[src/rtl/connect_feeder.sv]
// Initiator side of the connect_module handshake: packs pooled feature bytes into
// pool_lin, holds in_vld until out_vld rises, then forwards the FC result downstream.
module connect_feeder #(
  parameter int N_BYTES = 27,
  parameter int GAP_CYC = 2,
  parameter int TIMEOUT = 1023
) (
  input  logic                 clk,
  input  logic                 rst,
  input  logic [7:0]           s_data,
  input  logic                 s_valid,
  output logic                 s_ready,
  output logic [N_BYTES*8-1:0] pool_lin,
  output logic                 in_vld,
  input  logic [7:0]           ans_reg,
  input  logic                 out_vld,
  output logic [7:0]           m_data,
  output logic                 m_valid,
  input  logic                 m_ready,
  output logic [15:0]          pic_cnt,
  output logic                 err
);

  localparam int IDX_W = (N_BYTES > 1) ? $clog2(N_BYTES) : 1;
  localparam int GAP_W = $clog2(GAP_CYC + 1);
  localparam int TMO_W = $clog2(TIMEOUT + 1);

  localparam logic [1:0] S_FILL  = 2'd0;
  localparam logic [1:0] S_ISSUE = 2'd1;
  localparam logic [1:0] S_OUT   = 2'd2;
  localparam logic [1:0] S_GAP   = 2'd3;

  logic [1:0]           state_q, state_d;
  logic [IDX_W-1:0]     idx_q, idx_d;
  logic [GAP_W-1:0]     gap_q, gap_d, gap_inc;
  logic [TMO_W-1:0]     tmo_q, tmo_d, tmo_inc;
  logic [N_BYTES*8-1:0] pool_lin_q, pool_lin_d;
  logic                 in_vld_q, in_vld_d;
  logic                 s_ready_q, s_ready_d;
  logic [7:0]           m_data_q, m_data_d;
  logic                 m_valid_q, m_valid_d;
  logic [15:0]          pic_cnt_q, pic_cnt_d;
  logic                 err_q, err_d;
  logic                 out_vld_dly_q;
  logic                 out_vld_rise;

  assign gap_inc      = gap_q + 1'b1;
  assign tmo_inc      = tmo_q + 1'b1;
  // A level that is already high when ISSUE starts must not count as a response.
  assign out_vld_rise = out_vld && !out_vld_dly_q;

  always_comb begin
    state_d    = state_q;
    idx_d      = idx_q;
    gap_d      = gap_q;
    tmo_d      = tmo_q;
    pool_lin_d = pool_lin_q;
    in_vld_d   = in_vld_q;
    s_ready_d  = s_ready_q;
    m_data_d   = m_data_q;
    m_valid_d  = m_valid_q;
    pic_cnt_d  = pic_cnt_q;
    err_d      = err_q;

    case (state_q)
      S_FILL: begin
        s_ready_d = 1'b1;
        if (s_valid && s_ready_q) begin
          for (int i = 0; i < N_BYTES; i++) begin
            if (idx_q == IDX_W'(i)) pool_lin_d[i*8 +: 8] = s_data;
          end
          if (idx_q == IDX_W'(N_BYTES - 1)) begin
            idx_d     = '0;
            s_ready_d = 1'b0;
            in_vld_d  = 1'b1;
            tmo_d     = '0;
            state_d   = S_ISSUE;
          end else begin
            idx_d = idx_q + 1'b1;
          end
        end
      end
      S_ISSUE: begin
        tmo_d = tmo_inc;
        // A response arriving on the terminal count still wins over the timeout.
        if (out_vld_rise) begin
          m_data_d  = ans_reg;
          m_valid_d = 1'b1;
          in_vld_d  = 1'b0;
          tmo_d     = '0;
          state_d   = S_OUT;
        end else if (tmo_inc == TMO_W'(TIMEOUT)) begin
          err_d     = 1'b1;
          m_data_d  = 8'h80;
          m_valid_d = 1'b1;
          in_vld_d  = 1'b0;
          tmo_d     = '0;
          state_d   = S_OUT;
        end
      end
      S_OUT: begin
        if (m_ready) begin
          m_valid_d = 1'b0;
          pic_cnt_d = pic_cnt_q + 16'd1;
          gap_d     = '0;
          state_d   = S_GAP;
        end
      end
      S_GAP: begin
        // Only cycles with out_vld low count towards the inter-picture gap.
        if (out_vld) begin
          gap_d = '0;
        end else if (gap_inc == GAP_W'(GAP_CYC)) begin
          gap_d     = '0;
          s_ready_d = 1'b1;
          state_d   = S_FILL;
        end else begin
          gap_d = gap_inc;
        end
      end
      default: state_d = S_FILL;
    endcase
  end

  always_ff @(posedge clk) begin
    if (rst) begin
      state_q       <= S_FILL;
      idx_q         <= '0;
      gap_q         <= '0;
      tmo_q         <= '0;
      pool_lin_q    <= '0;
      in_vld_q      <= 1'b0;
      s_ready_q     <= 1'b0;
      m_data_q      <= 8'h00;
      m_valid_q     <= 1'b0;
      pic_cnt_q     <= 16'd0;
      err_q         <= 1'b0;
      out_vld_dly_q <= 1'b0;
    end else begin
      state_q       <= state_d;
      idx_q         <= idx_d;
      gap_q         <= gap_d;
      tmo_q         <= tmo_d;
      pool_lin_q    <= pool_lin_d;
      in_vld_q      <= in_vld_d;
      s_ready_q     <= s_ready_d;
      m_data_q      <= m_data_d;
      m_valid_q     <= m_valid_d;
      pic_cnt_q     <= pic_cnt_d;
      err_q         <= err_d;
      out_vld_dly_q <= out_vld;
    end
  end

  assign s_ready  = s_ready_q;
  assign pool_lin = pool_lin_q;
  assign in_vld   = in_vld_q;
  assign m_data   = m_data_q;
  assign m_valid  = m_valid_q;
  assign pic_cnt  = pic_cnt_q;
  assign err      = err_q;

endmodule
[config.mk]
export PLATFORM = sky130hd
export DESIGN_NAME = connect_feeder
export DESIGN_NICKNAME = d
export VERILOG_FILES = /design/src/rtl/connect_feeder.sv
export SDC_FILE = /design/constraint.sdc
export NUM_CORES = 1
export LEC_CHECK = 0
export ABC_AREA = 0
export ABC_CLOCK_PERIOD_IN_PS = 2640
export BUFFER_PORTS_ARGS = -buffer_cell sky130_fd_sc_hd__buf_2
export CAP_MARGIN = 20
export CORE_AREA = 2 2 146 148
export DETAILED_ROUTE_END_ITERATION = 12
export DIE_AREA = 0 0 148 150
export GPL_ROUTABILITY_DRIVEN = 0
export PLACE_DENSITY = 0.78
export SKIP_LAST_GASP = 1
export SYNTH_ARGS = -nofsm -noshare
export SYNTH_HDL_FRONTEND = slang
export SYNTH_SLANG_ARGS = --single-unit
[constraint.sdc]
create_clock -name clk -period 2.64 [get_ports clk]
set_clock_uncertainty 0.2 [all_clocks]
set_input_delay 0.132 -clock clk [delete_from_list [all_inputs] [get_ports clk]]
set_output_delay 0.132 -clock clk [all_outputs]
set_load 0.02 [all_outputs]
==> results_dict.tcl <==
set metrics [dict create \
    ys_ff_latch 264 \
    cts_setup_buffers 0 \
    grt_use_total_pct 25.1 \
    mostFrequentLayoutCell "dfxtp_1" \
    coreArea_um2 20700 \
    slew_viol_final 0 \
    dpl.hpwl_um 19000 \
    max-slew-margin-rel_pct 46.4 \
    placed_area_um2 11700 \
    syn_nets 1254 \
    setup_ws_ns 0.257 \
    clockBufferDepth 3 \
    yosysWarnings 0 \
    n_antenna_cell 0 \
    max_clock_freq_mhz 420 \
    drc 0 \
    initial_core_util_pct 49.2 \
    via_count 9474 \
    n_fill_cell 1818 \
    tns_ns 0 \
    synth-xor-area-share_pct 2.06 \
    synth.distinct_cells 44 \
    synth_compound_area_share_pct 12.1 \
    synthMuxAreaShare_pct 4.72 \
    status "completed" \
    mostFrequentLayoutCells "264 x dfxtp_1, 263 x buf_2, 233 x nand2_1, 186 x a21oi_1, 166 x nand3_1" \
    rows 53 \
    fin_cells 1751 \
    synth_area_um2 10200 \
    area_growth_pct 24.7 \
    clk-insertion-delay-late_ns 0.55 \
    routedWlPerCell_um 17.0 \
    crit_type "flip-flop to flip-flop" \
    place_ws_ns 0.164 \
    clockRootBuffer "clkbuf_16" \
    grt_overflow_total 0 \
    grt_max_degree 96 \
    finalHoldViolations 0 \
    final_cell_area_um2 12700 \
    postSynthCellCount 1221 \
    synth_adder_area_share_pct 1.47 \
    worst_pin_slew_ns 0.804 \
    drive_gt1_share_pct 23.2 \
    clkSlewWorstSetupHoldPaths_ns 0.06 \
    setup_viol 0 \
    dpl.cell_count 1684 \
    die_h_um 150 \
    htree_num_levels 1 \
    leakagePower_nw 5.60 \
    tritoncts.num_buffers 28 \
    ant_nets 0 \
    yosysSeqAreaShare_pct 51.9 \
    layout.nets 1491 \
    reg2reg_slack_ns 0.26 \
    fin_crit_sh_pct 90.3 \
    grt_pass1_vias 8279 \
    required_ns 2.83 \
    clock-sinks 264 \
    synth_simple_gate_area_share_pct 23.4 \
    portBuffers 264 \
    start_kind "flip-flop" \
    drtIter0Drc 605 \
    first_pass_iters 5 \
    ios 265 \
    synth_top_family_by_area "simple AND/OR/NAND/NOR gates" \
    p_per_area_nw_per_um2 648 \
    antenna_found_initial 0 \
    die_x_um 148 \
    die-area_um2 22200 \
    finalCriticalPeriod_ns 2.38 \
    cts_tree "done" \
    rsz0062_at_grt "no" \
    maxCapViolCount 0 \
    ir_drop_uv 563 \
    hold_class "input pin to flip-flop" \
    vias_per_cell 5.41 \
    arrival_ns 2.58 \
    syn_avg_cell_area_um2 8.34 \
    grt_pass1_wl_um 45000 \
    routed_wl_um 29700 \
    crit_fanout 8 \
    endpoint_kind "flip-flop" \
]
where the power goes:
group	internal, mW	switching, mW	leakage (nW)
clock	2.06	1.57	0.412
combinational	0.148	0.406	3.06
sequential	4.02	0.0252	2.13
total	6.23	2.00	5.60
cell usage after synthesis (all sizes together):
| cell type | count | share of area [%] |
|---|---|---|
| a211oi | 2 | 0.15 |
| a21boi | 1 | 0.074 |
| a21oi | 186 | 9.1 |
| a22oi | 2 | 0.15 |
| a2bb2oi | 1 | 0.086 |
| a311o | 1 | 0.098 |
| a311oi | 7 | 0.60 |
| a31o | 1 | 0.086 |
| a32oi | 1 | 0.16 |
| and2 | 4 | 0.25 |
| and3 | 13 | 0.80 |
| and3b | 1 | 0.086 |
| and4 | 2 | 0.17 |
| buf | 28 | 1.3 |
| clkbuf | 72 | 2.7 |
| dfxtp | 264 | 52 |
| ha | 12 | 1.5 |
| inv | 13 | 0.48 |
| mux2i | 48 | 4.7 |
| nand2 | 235 | 8.7 |
| nand2b | 3 | 0.18 |
| nand3 | 171 | 8.7 |
| nand3b | 1 | 0.074 |
| nand4 | 5 | 0.31 |
| nor2 | 89 | 3.3 |
| nor2b | 4 | 0.25 |
| nor3 | 7 | 0.34 |
| nor3b | 2 | 0.15 |
| o2111ai | 1 | 0.086 |
| o211ai | 3 | 0.27 |
| o21a | 3 | 0.22 |
| o21ai | 6 | 0.33 |
| o22ai | 1 | 0.061 |
| o31ai | 3 | 0.22 |
| o41ai | 2 | 0.32 |
| or3 | 2 | 0.12 |
| xnor2 | 6 | 0.52 |
| xor2 | 18 | 1.5 |
worst max-delay path, stage by stage, from the launching register on:
cell and delay, ns:
dfxtp_1 0.40, ha_1 0.27, xor2_1 0.17, nand3_1 0.09
nor3_1 0.30, o21ai_2 0.21, a22oi_1 0.51, nor2_1 0.11
path summary, 6_finish.rpt:
check | startpoint | end | cells past startpoint
worst min-delay path | s_data[4] | pool_lin[124] | 3
worst min register to register | pool_lin[84] | pool_lin[84] | 2
worst max register to register | tmo_q[0] | tmo_q[5] | 7
worst max-delay path | tmo_q[0] | tmo_q[5] | 7
kinds of logic (layout without fill, tap and decap cells):
family / count (synthesis) / count (layout)
and+or+nand+nor: 539 / 539
DFF: 264 / 264
AOI/OAI and AO/OA: 221 / 221
buffers and inverters: 113 / 368
muxes: 48 / 48
xor gates and xnor gates: 24 / 24
adders and majority gates: 12 / 12
sequential cells by signal (all words and copies together) (netlist names), 2 cells and up:
name	flops
tmo_q	10
m_data	8
pool_lin	216
state_q	2
gap_q	2
idx_q	5
pic_cnt	16
what timing repair did:
item,in CTS,in global routing
endpoints found under the setup margin,0,48
hold buffers,19,0
hold endpoints to repair,172,0
resized for setup,0,1
metrics by stage:
stage	hold slack [ns]	power [mW]	utilization [%]
global route	0.0306	8.49	61.4
global placement	0.205	4.64	56.4
detailed placement	0.212	4.65	56.4
finish	0.0104	8.23	61.4
CTS	0.000795	8.27	61.4
floorplan	0.0602	4.48	-
area by class of cell:
| class | count | area [um2] | share of cell area, % |
|---|---|---|---|
| Multi-Input combinational cell | 844 | 4460 | 35.1 |
| Timing Repair Buffer | 307 | 1730 | 13.6 |
| Clock inverter | 6 | 45.0 | 0.355 |
| Tap cell | 275 | 344 | 2.71 |
| Sequential cell | 264 | 5290 | 41.6 |
| Clock buffer | 42 | 793 | 6.25 |
| Inverter | 13 | 48.8 | 0.384 |
metal layers:
layer	track usage (%)	vias up	share of wire [%]
met1	32.3	4422	41
met2	42.2	381	47
met4	7.67	0	3.0
met5	0	-	0
met3	5.85	64	8.4
li1	-	4607	-
(Power assumes the default switching activity.)
